## src/rtl/alu_bus_sequencer.sv

```systemverilog
// alu_bus_sequencer: sequences one ALU operation from start to write-back.
// It pulses the ALU start and waits the execution latency. It then strobes the
// result latch, and moves the result over the shared 8-bit bus one byte per
// granted cycle: low byte always, high byte as well for multiply.
//
// Ports:
//   clock      - system clock, rising edge
//   reset      - asynchronous active-low reset
//   start      - request a new operation (sampled in IDLE only)
//   is_mul     - operation returns 16 bits; sampled with start
//   abort      - synchronous cancel; forces strobes low in the same cycle
//   bus_gnt    - data bus granted for the current cycle
//   busy       - high in every state except IDLE
//   alu_start  - one-cycle pulse to the ALU
//   grab       - one-cycle capture strobe to the ALU result latch
//   bus_req    - data bus request
//   store_low  - latch low byte onto bus (follows bus_gnt in BUS_LO)
//   store_high - latch high byte onto bus (follows bus_gnt in BUS_HI)
//   wr_low     - destination low-byte register write strobe
//   wr_high    - destination high-byte register write strobe
//   done       - one-cycle completion pulse
//
// Outputs are decoded from the state register plus the same-cycle abort and
// bus_gnt inputs. Because state resets asynchronously, every output drops as
// soon as reset asserts, which releases the bus without waiting for an edge.
module alu_bus_sequencer #(
  parameter int unsigned ALU_LATENCY = 1,
  parameter int unsigned MUL_LATENCY = 4
) (
  input  logic clock,
  input  logic reset,
  input  logic start,
  input  logic is_mul,
  input  logic abort,
  input  logic bus_gnt,
  output logic busy,
  output logic alu_start,
  output logic grab,
  output logic bus_req,
  output logic store_low,
  output logic store_high,
  output logic wr_low,
  output logic wr_high,
  output logic done
);

  localparam int unsigned CNT_W = 4;

  typedef enum logic [2:0] {
    S_IDLE,
    S_EXEC,
    S_GRAB,
    S_BUS_LO,
    S_BUS_HI,
    S_DONE
  } state_t;

  state_t             state_q, state_d;
  logic [CNT_W-1:0]   cnt_q, cnt_d;
  logic               mul_q, mul_d;
  logic               first_q, first_d;

  // State register.
  always_ff @(posedge clock or negedge reset) begin
    if (!reset) begin
      state_q <= S_IDLE;
      cnt_q   <= '0;
      mul_q   <= 1'b0;
      first_q <= 1'b0;
    end else begin
      state_q <= state_d;
      cnt_q   <= cnt_d;
      mul_q   <= mul_d;
      first_q <= first_d;
    end
  end

  // Next-state and output decode.
  always_comb begin
    state_d    = state_q;
    cnt_d      = cnt_q;
    mul_d      = mul_q;
    first_d    = 1'b0;
    busy       = (state_q != S_IDLE);
    alu_start  = 1'b0;
    grab       = 1'b0;
    bus_req    = 1'b0;
    store_low  = 1'b0;
    store_high = 1'b0;
    wr_low     = 1'b0;
    wr_high    = 1'b0;
    done       = 1'b0;

    if (abort) begin
      // Cancel wins over start and grant; all strobes stay low this cycle.
      state_d = S_IDLE;
    end else begin
      unique case (state_q)
        S_IDLE: begin
          if (start) begin
            state_d = S_EXEC;
            mul_d   = is_mul;
            cnt_d   = is_mul ? CNT_W'(MUL_LATENCY - 1) : CNT_W'(ALU_LATENCY - 1);
            first_d = 1'b1;
          end
        end
        S_EXEC: begin
          // first_q marks the first EXEC cycle so latency 1 still pulses.
          alu_start = first_q;
          if (cnt_q == '0) begin
            state_d = S_GRAB;
          end else begin
            cnt_d = cnt_q - CNT_W'(1);
          end
        end
        S_GRAB: begin
          grab    = 1'b1;
          state_d = S_BUS_LO;
        end
        S_BUS_LO: begin
          bus_req   = 1'b1;
          store_low = bus_gnt;
          wr_low    = bus_gnt;
          if (bus_gnt) begin
            state_d = mul_q ? S_BUS_HI : S_DONE;
          end
        end
        S_BUS_HI: begin
          bus_req    = 1'b1;
          store_high = bus_gnt;
          wr_high    = bus_gnt;
          if (bus_gnt) begin
            state_d = S_DONE;
          end
        end
        S_DONE: begin
          done    = 1'b1;
          state_d = S_IDLE;
        end
        default: begin
          state_d = S_IDLE;
        end
      endcase
    end
  end

endmodule

```

## config.mk

```make
export PLATFORM = sky130hd
export DESIGN_NAME = alu_bus_sequencer
export DESIGN_NICKNAME = d
export VERILOG_FILES = /design/src/rtl/alu_bus_sequencer.sv
export SDC_FILE = /design/constraint.sdc
export NUM_CORES = 1
export LEC_CHECK = 0
export ABC_AREA = 1
export CAP_MARGIN = 0
export CORE_MARGIN = 2
export CORE_UTILIZATION = 35
export DETAILED_ROUTE_END_ITERATION = 12
export PLACE_DENSITY = 0.58
export RECOVER_POWER = 100
export SLEW_MARGIN = 20
export SYNTH_ARGS = -nofsm -noshare
export SYNTH_HDL_FRONTEND = slang
export SYNTH_SLANG_ARGS = --single-unit
```

## constraint.sdc

```tcl
create_clock -name clock -period 1.2 [get_ports clock]
set_input_delay 0.36 -clock clock [delete_from_list [all_inputs] [get_ports clock]]
set_output_delay 0.36 -clock clock [all_outputs]
set_load 0.01 [all_outputs]
```

==> impl_metrics.csv, run 1 <==
group,metric,value,unit
final_layout,mostFrequentLayoutCells,"20 x buf_4, 14 x nand2_1, 9 x buf_2",
cts,cts_tree,"done",
final_layout,drive_gt1_share,59.7,%
sta,hold_viol_final,0,
cts,clock_latency,0.26,ns
setup_path,crit_family,"flip-flops",
grt,grt-ovfl-total,0,
yosys,synthMuxAreaShare,0,%
final_layout,diodes,0,
place,io_buffers,14,
grt,track_usage,17.0,%
detailed_routing,dr.pass1.iters,4,
setup_path,cp-start-kind,"flop",
cts,cts_max_path_buffers,2,
pwr,p_per_area,1970,nW/um^2
die,core,1920,um^2
setup_path,slowest_delay,0.47,ns
detailed_routing,ant_nets,0,
cts,cts_sinks,9,
final_layout,multiInputGateArea,470,um^2
detailed_routing,vias,714,
detailed_routing,drc,0,
yosys,synth_area_per_cell,7.62,um^2
yosys,ys_seq_area_share,32.5,%
setup_path,r2r_end,"cnt_q[1]$_DFFE_PN0P_",
setup_path,cp_num_buf_inv,3,
yosys,synth.largest_area_cell,"dfrtp_1",
setup_path,regToRegSetupSlack,-0.20,ns
grt,grt_max_degree,10,
yosys,syn_area,693,um^2
die,io_pins,15,
setup_path,criticalPathCategory,"flop to primary output",
setup_path,endpoint,"busy",
yosys,synth_top_area_share,32.5,%
sta,period_share,134,%
setup_path,worstSetupEndpointType,"primary output",
yosys,synth_nets,98,
sta,timing.fmax,622,MHz
sta,fin_tns_setup,-4.54,ns
grt,grt_pass1_vias,706,
sta,drv_slew,0,
setup_path,critPathArrivalTime,1.25,ns
pwr,max-vdd-ir-drop,1220,uV
detailed_routing,detail_route.vias_per_cell,4.43,
die,std_cell_rows,16,
setup_path,crit_required,0.84,ns
sta,rsz0062_at_grt,"yes",
grt,grt_pass1_wl,3110,um
yosys,yosys_warnings,0,
sta,worst_slew_pin_slew,0.486,ns
outcome,failed_checks,"setup timing",
yosys,synth_cell_type_count,24,
yosys,synth_compound_area_share,10.6,%
yosys,synthCells,91,
flow_run,cap_violations,0,
detailed_routing,drt_iter0_markers,16,
setup_path,startpoint,"state_q[1]$_DFFE_PN0P_",
die,die_x,48.5,um
die,initial_utilization,36.1,%
cts,cts_root_buf,"clkbuf_4",
yosys,ys_ff_latch,9,
cts,cts_buffers,3,
yosys,synth_top_family_by_area,"simple AND/OR/NAND/NOR gates",
die,dieHeight,48.5,um
setup_path,cp.depth,5,
pwr,power.leakage,0.591,nW
yosys,synthAdderAreaFrac,1.81,%
sta,period_needed,1.61,ns
outcome,status,"complete, but fails checks",
die,die_area,2350,um^2
yosys,ys_top_cells_by_area,"dfrtp_1 32%, nand2_1 11%, inv_1 6.5%, nor2_4 4.9%, nand3_1 3.6%",
yosys,synthXorXnorAreaFrac,1.26,%
final_layout,final_common_cell,"buf_4",
cts,htreeDepth,1,
place,place_hpwl,1320,um
sta,finalSetupViolCount,18,
setup_path,critPathSlowestCell,"dfrtp_2",
setup_path,reg2reg_depth,8,
grt,antenna_found_initial,0,
final_layout,num-nets-final,142,
sta,skew,0.000237,ns
final_layout,fillCellCount,188,
place,place_congestion,0.778,
sta,slew-limit-headroom,67.6,%
hold_path,hp-class,"flop to flop",
sta,final.setup.worst_slack,-0.409,ns
final_layout,utilization,60.2,%
final_layout,seqCellArea,229,um^2
setup_path,critical_path.max_fanout,5,
detailed_routing,drt-total-wl,1810,um
cts,path_clk_slew,0.05,ns
setup_path,crit_chain,"nor2_4 -> buf_4 -> buf_6 -> nand2_1 -> buf_2",
final_layout,synthToLayoutAreaGrowth,67.0,%
detailed_routing,avgRoutedWirePerCell,11.2,um
yosys,synth_simple_gate_area_share,39.5,%
setup_path,r2r_start,"state_q[1]$_DFFE_PN0P_",
-- repair_timing --
item | in CTS | in global routing
hold buffers | 0 | 0
setup endpoints to repair | 17 | 17
cloned | 0 | 0
gates resized for setup | 63 | 7
pin swaps | 11 | 8
buffers inserted | 7 | 5
-- logic make-up after synthesis --
family                     Yosys count
AOI/OAI and AO/OA                   11
and+or+nand+nor                     50
adders and majority gates            1
buffers and inverters               19
DFF                                  9
xor gates and xnor gates             1
-- cell usage after synthesis --
cell type / count
nand3_2: 1
o21ai_1: 3
buf_4: 2
inv_4: 2
nand3_1: 5
nor4_1: 1
nor2_4: 3
nand2_2: 2
nand4_1: 2
nand2_4: 2
dfrtp_1: 9
o21ai_2: 2
o21ai_0: 5
nand3_4: 1
nand2_1: 21
a21oi_4: 1
inv_2: 1
xor2_1: 1
ha_1: 1
inv_1: 12
nor3_1: 4
nor2_2: 2
buf_6: 2
nor2_1: 6
-- worst min-delay path by stage --
stage,endpoint,from,depth (start not counted),slack [ns]
after global routing,cnt_q[2]$_DFFE_PN0P_,cnt_q[2]$_DFFE_PN0P_,2,0.52
after global placement,mul_q$_DFFE_PN0P_,mul_q$_DFFE_PN0P_,2,0.46
after CTS,state_q[1]$_DFFE_PN0P_,reset,2,0.38
final,cnt_q[2]$_DFFE_PN0P_,cnt_q[2]$_DFFE_PN0P_,2,0.51
after detailed placement,mul_q$_DFFE_PN0P_,mul_q$_DFFE_PN0P_,2,0.49
after floorplan,cnt_q[0]$_DFFE_PN0P_,reset,0,0.06
-- metrics by stage --
| stage | area (um^2) | cells | hold slack (ns) | power [mW] | setup slack (ns) |
|---|---|---|---|---|---|
| floorplan | 729 | 91 | 0.0644 | 1.33 | -0.210 |
| global placement | 1020 | 149 | 0.459 | 1.79 | -0.873 |
| detailed placement | 1020 | 149 | 0.489 | 1.81 | -0.912 |
| CTS | 1120 | 159 | 0.379 | 2.18 | -0.428 |
| global route | 1160 | 161 | 0.525 | 2.48 | -0.479 |
| finish | 1160 | 161 | 0.506 | 2.29 | -0.409 |
-- tightest hold or removal path, cell delays in order (launching register included) --
cell and delay (ns):
dfrtp_1 0.35, nand2_1 0.05, o21ai_1 0.06
-- power breakdown --
group          leakage (nW)  switching [mW]  total (mW)  internal, mW
clock                0.0150          0.0984       0.226         0.128
sequential            0.113           0.115       0.529         0.413
combinational         0.463           0.796        1.53         0.735
total                 0.591            1.01        2.29          1.28
-- registers in the layout, summed over array words and instances (netlist names) --
name / flops
first_q: 1
state_q: 3
mul_q: 1
cnt_q: 4
-- final cells by class --
cell class                      count  share of cell area (%)
Sequential cell                     9                    19.8
Clock buffer                        4                    2.27
Timing Repair Buffer               43                    29.1
Tap cell                           27                    2.92
Inverter                           15                    5.30
Multi-Input combinational cell     63                    40.6
-- layer usage --
| metal | vias up | share of wire (%) | GRT usage (%) | wire, um |
|---|---|---|---|---|
| met5 | - | 0 | 0 | 0 |
| met1 | 319 | 47 | 22.8 | 856 |
| met4 | 0 | 1.2 | 4.29 | 21 |
| met2 | 13 | 48 | 27.1 | 870 |
| met3 | 5 | 3.4 | 4.94 | 62 |
| li1 | 377 | - | - | - |
(Power assumes the default switching activity.)
==> run 2, diff against run 1 <==
--- a/config.mk
+++ b/config.mk
@@ -7,7 +7,6 @@
 export LEC_CHECK = 0
 export ABC_AREA = 1
 export CAP_MARGIN = 0
-export CORE_MARGIN = 2
 export CORE_UTILIZATION = 35
 export DETAILED_ROUTE_END_ITERATION = 12
 export PLACE_DENSITY = 0.58
==> constraint.sdc (replaced) <==
create_clock -name clock -period 1.2 [get_ports clock]
set_input_delay 0.24 -clock clock [delete_from_list [all_inputs] [get_ports clock]]
set_output_delay 0.24 -clock clock [all_outputs]
set_load 0.01 [all_outputs]
==> run 2 against run 1 <==
Net effect:
- the flow still finishes with violations (setup timing)
- final cell count increased by 3.7%
- largest power group unchanged
- global-route usage increased by 5.9 points
- design area is 13% higher
- critical path depth grew 1
==> impl_metrics.csv, run 2 (synthesized netlist as in run 1, its figures left out) <==
group,metric,value,unit
sta,hold_viol_final,0,
cts,cts_sinks,9,
sta,worst_slew_pin_slew,0.428,ns
final_layout,diodes,0,
die,std_cell_rows,15,
final_layout,fin_cells,167,
place,place_hpwl,1350,um
final_layout,reg.largest.list,"cnt_q (4), state_q (3)",
die,die_area,2160,um^2
detailed_routing,dr.pass1.iters,4,
outcome,status,"complete, but fails checks",
cts,cts_max_path_buffers,2,
sta,fin_tns_setup,-5.17,ns
grt,grt_pass1_wl,3420,um
setup_path,critPathArrivalTime,1.33,ns
setup_path,crit_required,0.96,ns
final_layout,synthToLayoutAreaGrowth,88.1,%
detailed_routing,drc,0,
hold_path,hp-class,"primary input to async pin",
detailed_routing,drt-total-wl,2250,um
final_layout,drive_gt1_share,66.2,%
detailed_routing,avgRoutedWirePerCell,13.4,um
setup_path,criticalPathCategory,"flop to primary output",
detailed_routing,vias,786,
die,die_x,46.5,um
cts,htreeDepth,1,
final_layout,mostFrequentLayoutCells,"20 x buf_4, 18 x buf_6, 14 x nand2_1",
setup_path,cp_num_buf_inv,4,
final_layout,regMostFlops,"cnt_q",
die,io_pins,15,
grt,grt_pass1_vias,780,
outcome,failed_checks,"setup timing",
sta,period_share,131,%
final_layout,final_common_cell,"buf_4",
setup_path,cp-start-kind,"flop",
setup_path,worstSetupEndpointType,"primary output",
detailed_routing,detail_route.vias_per_cell,4.71,
grt,track_usage,23.0,%
cts,cts_root_buf,"clkbuf_4",
grt,antenna_found_initial,0,
sta,hold_slack,0.347,ns
pwr,p_per_area,2050,nW/um^2
place,place_congestion,0.785,
setup_path,cp_common_cell,"buf_6",
sta,skew,0.00493,ns
place,post-place-ws,-0.657,ns
sta,slew-limit-headroom,71.4,%
setup_path,slowest_delay,0.44,ns
final_layout,largest_register_ffs,4,
final_layout,num-nets-final,150,
sta,final.setup.worst_slack,-0.375,ns
setup_path,crit_family,"flip-flops",
cts,postCtsHoldBufs,0,
setup_path,critPathSlowestCell,"dfrtp_2",
setup_path,critical_path.max_fanout,3,
sta,drv_slew,0,
detailed_routing,drt_iter0_markers,3,
flow_run,cap_violations,0,
cts,path_clk_slew,0.06,ns
detailed_routing,ant_nets,0,
grt,grt_max_degree,10,
setup_path,crit_chain,"buf_6 -> inv_6 -> buf_6 -> nand3_4 -> nor2_2 -> buf_2",
final_layout,fillCellCount,127,
sta,period_needed,1.57,ns
pwr,power.total,2.67,mW
sta,finalSetupViolCount,18,
cts,cts_tree,"done",
cts,clock_latency,0.26,ns
die,initial_utilization,38.9,%
pwr,max-vdd-ir-drop,1040,uV
place,dp_cells,148,
grt,grt-ovfl-total,0,
die,dieHeight,46.5,um
pwr,power.leakage,0.649,nW
sta,rsz0062_at_grt,"yes",
die,core,1780,um^2
place,io_buffers,14,
sta,timing.fmax,635,MHz
cts,cts_buffers,3,
## run 2: final timing paths
kind,to,slack (ns),startpoint,cells after the start
min in group clock,mul_q$_DFFE_PN0P_,0.48,mul_q$_DFFE_PN0P_,2
max in group asynchronous,state_q[0]$_DFFE_PN0P_,0.53,reset,1
worst min-delay path,state_q[2]$_DFFE_PN0P_,0.35,reset,1
worst max-delay path,grab,-0.37,state_q[2]$_DFFE_PN0P_,6
worst min register to register,mul_q$_DFFE_PN0P_,0.48,mul_q$_DFFE_PN0P_,2
worst max register to register,cnt_q[0]$_DFFE_PN0P_,-0.33,state_q[2]$_DFFE_PN0P_,10
## run 2: layout make-up
type                       instances  area (um^2)  area share [%]
sequential                         9          229            17.6
multi-input combinational         63          503            38.6
inverter                          15         68.8            5.28
clock buffer                       4         26.3            2.02
timing repair buffer              51          445            34.2
tap                               25         31.3            2.40
## run 2: report_power, final
group	switching, mW	internal, mW
Clock	0.108	0.128
Combinational	0.952	0.973
Sequential	0.0989	0.413
Total	1.16	1.51
## run 2: timing repair
action	in CTS	in global routing
resized for setup	61	27
pin swaps	10	19
buffers inserted	13	4
endpoints found under the setup margin	18	18
## run 2: metrics by stage
| step | util, % | area [um^2] |
|---|---|---|
| 2_1_floorplan | - | 729 |
| 3_3_place_gp | 57.7 | 1030 |
| 3_5_place_dp | 57.7 | 1030 |
| 4_1_cts | 66.6 | 1190 |
| 5_1_grt | 73.1 | 1300 |
| 6_report | 73.1 | 1300 |
## run 2: per-layer routing
layer	vias up	track usage, %	share of wire (%)
met1	374	28.8	41
met4	0	7.06	1.7
met3	4	6.27	3.5
li1	389	-	-
met2	19	37.8	54
met5	-	0	0
## run 2: worst register-to-register path, stage by stage, from the launching register on
cell	delay (ns)
dfrtp_2	0.44
buf_6	0.14
inv_6	0.06
buf_6	0.11
buf_6	0.11
nand2_4	0.05
nor2_4	0.11
nand2_2	0.08
a21oi_4	0.21
nand2_2	0.08
o21ai_2	0.07
==> run 3, diff against run 2 <==
--- a/config.mk
+++ b/config.mk
@@ -8,6 +8,7 @@
 export ABC_AREA = 1
 export CAP_MARGIN = 0
 export CORE_UTILIZATION = 35
+export CTS_CLUSTER_DIAMETER = 80
 export DETAILED_ROUTE_END_ITERATION = 12
 export PLACE_DENSITY = 0.58
 export RECOVER_POWER = 100
==> results of run 3 <==
Same layout as run 2: the final DEF is identical, and so are final timing and power.
